[config.mk]
export PLATFORM = sky130hd
export DESIGN_NAME = fifo_tx_serializer
export DESIGN_NICKNAME = d
export VERILOG_FILES = /design/src/rtl/fifo_tx_serializer.sv
export SDC_FILE = /design/constraint.sdc
export NUM_CORES = 1
export LEC_CHECK = 0
export BUFFER_PORTS_ARGS = -buffer_cell sky130_fd_sc_hd__buf_2
export CAP_MARGIN = 30
export CORE_AREA = 4 4 41 43
export DETAILED_ROUTE_END_ITERATION = 8
export DIE_AREA = 0 0 45 47
export PLACE_DENSITY_LB_ADDON = 0.05
export RECOVER_POWER = 25
export SLEW_MARGIN = 20
export SYNTH_ARGS = -nofsm -noshare
export SYNTH_HDL_FRONTEND = slang
export SYNTH_SLANG_ARGS = --single-unit
export TNS_END_PERCENT = 20
[constraint.sdc]
create_clock -name i_clk -period 1.9 [get_ports i_clk]
set_input_delay 0.19 -clock i_clk [delete_from_list [all_inputs] [get_ports i_clk]]
set_output_delay 0.19 -clock i_clk [all_outputs]
set_load 0.01 [all_outputs]
[src/rtl/fifo_tx_serializer.sv]
// Serializer that pops words from an upstream FIFO and sends them as UART-style frames.
// Optional even-parity bit is compiled in when FIFO_SER_PARITY_EN is defined.
module fifo_tx_serializer #(
    parameter int WIDTH    = 3,
    parameter int BAUD_DIV = 4
) (
    input  logic             i_clk,
    input  logic             i_rst,
    input  logic             i_en,
    input  logic             i_empty,
    input  logic [WIDTH-1:0] i_data,
    output logic             o_re,
    output logic             o_tx,
    output logic             o_busy,
    output logic             o_done
);

    localparam int BIT_W = $clog2(WIDTH + 1);
    localparam int CNT_W = $clog2(BAUD_DIV);
    localparam logic [CNT_W-1:0] BAUD_LAST = CNT_W'(BAUD_DIV - 1);
    localparam logic [BIT_W-1:0] BIT_LAST  = BIT_W'(WIDTH - 1);

`ifdef FIFO_SER_PARITY_EN
    typedef enum logic [2:0] {
        S_IDLE, S_READ, S_LOAD, S_START, S_DATA, S_PARITY, S_STOP
    } state_t;
`else
    typedef enum logic [2:0] {
        S_IDLE, S_READ, S_LOAD, S_START, S_DATA, S_STOP
    } state_t;
`endif

    state_t             r_state, w_state_next;
    logic [CNT_W-1:0]   r_baud, w_baud_next;
    logic [BIT_W-1:0]   r_bit, w_bit_next;
    logic [WIDTH-1:0]   r_shift, w_shift_next;
    logic               r_tx, w_tx_next;
    logic               w_done;
    logic               w_baud_last;
`ifdef FIFO_SER_PARITY_EN
    logic               r_par, w_par_next;
`endif

    always_ff @(posedge i_clk or posedge i_rst) begin
        if (i_rst) begin
            r_state <= S_IDLE;
            r_baud  <= '0;
            r_bit   <= '0;
            r_shift <= '0;
            r_tx    <= 1'b1;
`ifdef FIFO_SER_PARITY_EN
            r_par   <= 1'b0;
`endif
        end else begin
            r_state <= w_state_next;
            r_baud  <= w_baud_next;
            r_bit   <= w_bit_next;
            r_shift <= w_shift_next;
            r_tx    <= w_tx_next;
`ifdef FIFO_SER_PARITY_EN
            r_par   <= w_par_next;
`endif
        end
    end

    assign w_baud_last = (r_baud == BAUD_LAST);

    // o_tx is registered, so its next value follows the state being entered,
    // keeping the line level aligned with the current state.
    always_comb begin
        w_state_next = r_state;
        w_baud_next  = r_baud;
        w_bit_next   = r_bit;
        w_shift_next = r_shift;
        w_tx_next    = r_tx;
        w_done       = 1'b0;
`ifdef FIFO_SER_PARITY_EN
        w_par_next   = r_par;
`endif
        case (r_state)
            S_IDLE: begin
                w_tx_next = 1'b1;
                if (i_en && !i_empty) begin
                    w_state_next = S_READ;
                end
            end
            S_READ: begin
                w_state_next = S_LOAD;
            end
            S_LOAD: begin
                w_shift_next = i_data;
                w_baud_next  = '0;
                w_bit_next   = '0;
                w_tx_next    = 1'b0;
                w_state_next = S_START;
`ifdef FIFO_SER_PARITY_EN
                w_par_next   = ^i_data;
`endif
            end
            S_START: begin
                if (w_baud_last) begin
                    w_baud_next  = '0;
                    w_tx_next    = r_shift[0];
                    w_state_next = S_DATA;
                end else begin
                    w_baud_next = r_baud + 1'b1;
                end
            end
            S_DATA: begin
                if (w_baud_last) begin
                    w_baud_next  = '0;
                    w_shift_next = r_shift >> 1;
                    if (r_bit == BIT_LAST) begin
                        w_bit_next = '0;
`ifdef FIFO_SER_PARITY_EN
                        w_tx_next    = r_par;
                        w_state_next = S_PARITY;
`else
                        w_tx_next    = 1'b1;
                        w_state_next = S_STOP;
`endif
                    end else begin
                        w_bit_next = r_bit + 1'b1;
                        w_tx_next  = w_shift_next[0];
                    end
                end else begin
                    w_baud_next = r_baud + 1'b1;
                end
            end
`ifdef FIFO_SER_PARITY_EN
            S_PARITY: begin
                if (w_baud_last) begin
                    w_baud_next  = '0;
                    w_tx_next    = 1'b1;
                    w_state_next = S_STOP;
                end else begin
                    w_baud_next = r_baud + 1'b1;
                end
            end
`endif
            S_STOP: begin
                if (w_baud_last) begin
                    w_baud_next  = '0;
                    w_tx_next    = 1'b1;
                    w_done       = 1'b1;
                    w_state_next = S_IDLE;
                end else begin
                    w_baud_next = r_baud + 1'b1;
                end
            end
            default: begin
                w_tx_next    = 1'b1;
                w_state_next = S_IDLE;
            end
        endcase
    end

    assign o_re   = (r_state == S_READ);
    assign o_busy = (r_state != S_IDLE);
    assign o_done = w_done;
    assign o_tx   = r_tx;

endmodule
* After elaboration in Yosys (flattened, before gate mapping)
Cells that the tools add are included.
W data, S select, Z words.
** Operators by class
- Add/sub/neg operators :: 2
- Equal/unequal tests :: 12
- Muxes and demuxes :: 20
- Bitwise operators :: 1
- Reductions and logical operators :: 10
** Operators with widths (count)
- $mux W3 :: 6
- $pmux W3 S6 :: 1
- $ne A2 B2 Y1 const B :: 5
- $pmux W2 S2 :: 2
- $eq A3 B2 Y1 const B :: 2
- $eq A3 B3 Y1 const B :: 2
- $mux W1 :: 6
- $mux W2 :: 3
- $pmux W3 S2 :: 1
- $pmux W1 S5 :: 1
- $reduce_and A5 Y1 :: 1
- $add A2 B1 Y2 const B :: 2
- $eq A2 B2 Y1 const B :: 2
- $reduce_and A4 Y1 :: 1
- $reduce_bool A2 Y1 :: 2
- $eq A3 B1 Y1 const B :: 1
- $logic_not A3 Y1 :: 1
- $reduce_bool A3 Y1 :: 1
- $reduce_or A3 Y1 :: 1
- $reduce_and A2 Y1 :: 1
- $logic_and A1 B1 Y1 :: 1
- $logic_not A1 Y1 :: 1
- $not A1 Y1 :: 1
** Storage, ports and cells
- Flip-flop bits (word level) :: 11
- Input port bits :: 7
- Logic and storage cells :: 50

* Longest topological paths before layout
- Depth after elaboration :: 4
- Mapped depth :: 5
- Mapped depth without buffers :: 5

* Least setup slack after synthesis
OpenSTA, ideal clock, no wires.
- Kind :: reg-to-reg
- From :: register r_baud[0]
- To :: register r_bit[0]
- Setup time :: 0.083 ns
- Data arrival time :: 1.453 ns
- Required time :: 1.817 ns
- Slack :: 0.364 ns
- Cell stages (with the launch flop) :: 6
- Buffers on the path :: 0
- Period minus slack after synthesis :: 1.536 ns
- Cell sequence :: dfrtp_1 ha_1 nand3b_4 a21oi_4 or4b_1 o21ai_0
** On the way
- Longest elaborated chain between the ends :: 3
** Ends and longest elaborated chain
- from (decl) :: line 34 : logic [CNT_W-1:0] r_baud, w_baud_next;
- from (signal assigned) :: line 56 : r_baud <= w_baud_next;
- $eq A2 B2 Y1 :: line 66 : assign w_baud_last = (r_baud == BAUD_LAST);
- $ne A2 B2 Y1 (no source line)
- $reduce_and A2 Y1 (no source line)
- to (signal assigned) :: line 57 : r_bit <= w_bit_next;
- to (decl) :: line 35 : logic [BIT_W-1:0] r_bit, w_bit_next;
No other way between the ends.
A chain may end at the register's enable or synchronous reset.

* Worst setup path after layout
Same ends and word-level chain as after synthesis.

==> qor.yml <==
worst_pin_slew_ns: 0.4093
rsz0062_at_grt: "false"
critPathLaunchType: "register"
dieArea_sq_um: 2115
grt_util_all_layers_pct: 14.58
fin_nets: 92
startpoint: "r_baud[0]"
firstDrtPassIters: 4
row_count: 13
synth.distinct_cells: 28
finalWirelength_microns: 1222
ys_seq_area_share_pct: 43.00
cts_buffers: 3
hpwl_microns: 926.8
synth_warnings: 0
finalMaxSlewViolations: 0
cts.sinks: 11
portBuffers: 10
clk_latency_ns: 0.26
antenna_found_initial: 0
rr_startpoint: "r_baud[0]"
start_util_pct: 49.42
routabilityCongestion: 0.7014
antenna_left: 0
outcome: "finished, final reports clean"
grt_pass1_vias: 492
first_iter_violations: 11
cts_resized: 0
timing.final.crit_period_ns: 1.705
syn_to_final_growth_pct: 17.70
dp.cells: 93
cp-end-kind: "register"
crit_arrival_ns: 1.89
finish.utilization_pct: 58.17
grt_pass1_wl_microns: 2187
core_area_sq_um: 1301
syn_area_sq_um: 643.1
critPathKind: "register to register"
power_density_nw_per_um2: 1556
cts_tree: "done"
mostFrequentLayoutCells: "buf_2 (10), dfrtp_1 (10), a21oi_1 (8), nor2_1 (7), inv_1 (6)"
crit_fanout: 8
ys_ff_latch: 11
die-height_microns: 47
max-slew-margin-rel_pct: 72.68
syn_inst: 68
timing.fmax_ghz: 0.5865
grt_max_degree: 12
cts_root_buf: "clkbuf_4"
syn_nets: 76
drive_gt1_share_pct: 26.51
finalSetupViolCount: 0
p_leak_nw: 0.3801
skew_ns: 0.001125
io_pins: 11
num_vias: 508
drc: 0
hp-class: "input pin to register"
antenna_cells: 0
drv_cap: 0
hold_buffers: 1
peakVddDrop_uv: 701.3
clk_path_buf_depth: 2
hold_start: "i_data[0]"
fin_ws_ns: 0.1949
place_ws_ns: 0.2309
hold_viol_final: 0
finalNonFillerCells: 98
clkTransAtPathRegs_ns: 0.07
routedWlPerCell_microns: 12.47
fin_crit_sh_pct: 89.74
cp.required_ns: 2.08
dieWidth_microns: 45
post_cts_buffers: 0
routed_via_density: 5.184
tns_ns: 0
syn_area_per_cell_sq_um: 9.458
htreeDepth: 1
grt_overflow: 0
timing.hold.ws_ns: 0.2346
## critical path: stages (launching register included)
cell and delay (ns):
dfrtp_1 0.37, ha_1 0.35, nand3b_4 0.12, a21oi_4 0.24
or4b_1 0.45, o21ai_0 0.09
## final cells by class
class	count	area, sq um
Clock buffer	4	26.28
Tap cell	15	18.77
Timing Repair Buffer	14	82.58
Fill cell	116	544.3
Multi-Input combinational cell	48	330.3
Inverter	6	22.52
Sequential cell	11	276.5
## report_power, final
part	internal (W)	total, W	leakage (nW)	switching, W
sequential	0.000336	0.000438	0.132	0.000102
clock	0.0000811	0.000158	0.0150	0.0000765
combinational	0.000276	0.000583	0.233	0.000306
## cell usage after synthesis
cell	count	area (sq um)
nor2b_1	1	6.260
nor2_1	7	26.28
a21boi_0	1	7.510
mux2i_1	5	50.05
nand2b_2	1	8.760
nand2_1	3	11.26
a221oi_1	1	8.760
ha_1	1	12.51
dfrtp_1	10	250.2
nand2b_1	2	12.51
buf_2	2	10.01
nand4_1	1	6.260
clkbuf_1	1	3.750
a21oi_4	1	16.27
inv_1	6	22.52
nand3_1	2	10.01
o32ai_1	1	8.760
dfstp_2	1	26.28
a31oi_1	1	6.260
o22ai_1	2	12.51
or3_1	1	6.260
a21oi_1	8	40.04
o31ai_1	1	7.510
or4b_1	1	10.01
mux2_2	2	22.52
o21ai_0	3	15.01
nand3b_4	1	20.02
nor3_1	1	5.000
## layer usage
layer | GRT usage, % | routed length (microns) | vias up
met5 | 0 | 0 | -
met4 | 7.018 | 11 | 0
met3 | 2.299 | 67 | 2
met2 | 20.06 | 471 | 10
met1 | 22.04 | 671 | 224
li1 | - | - | 272
## path summary, 6_finish.rpt
path	end	slack (ns)	cells past startpoint
max	r_bit[0]	0.19	5
min	r_shift[0]	0.23	3
max reg2reg	r_bit[0]	0.19	5
min reg2reg	r_baud[0]	0.52	1
max in group asynchronous	o_tx	1.12	3
min in group asynchronous	r_state[0]	0.45	3
## logic make-up after synthesis
group	after synthesis	share of synthesized area (%)
AND/OR/NAND/NOR	21	19.07
AO/OA/AOI/OAI	19	19.07
flip-flops	11	43.00
buffers and inverters	9	5.641
multiplexers	7	11.28
adder cells (fa/ha/maj)	1	1.945
## sequential cells by signal, summed over array words and instances (netlist names)
name / cells
r_state: 3
r_shift: 3
r_bit: 2
r_baud: 2
o_tx: 1
## per-stage QoR
step | cell area [sq um] | power (W)
finish | 757.0 | 0.001178
global route | 757.0 | 0.001294
CTS | 757.0 | 0.001185
detailed placement | 720.7 | 0.001022
global placement | 720.7 | 0.001015
floorplan | 643.1 | 0.0008779
No activity file was read; power rests on OpenSTA's default activity.
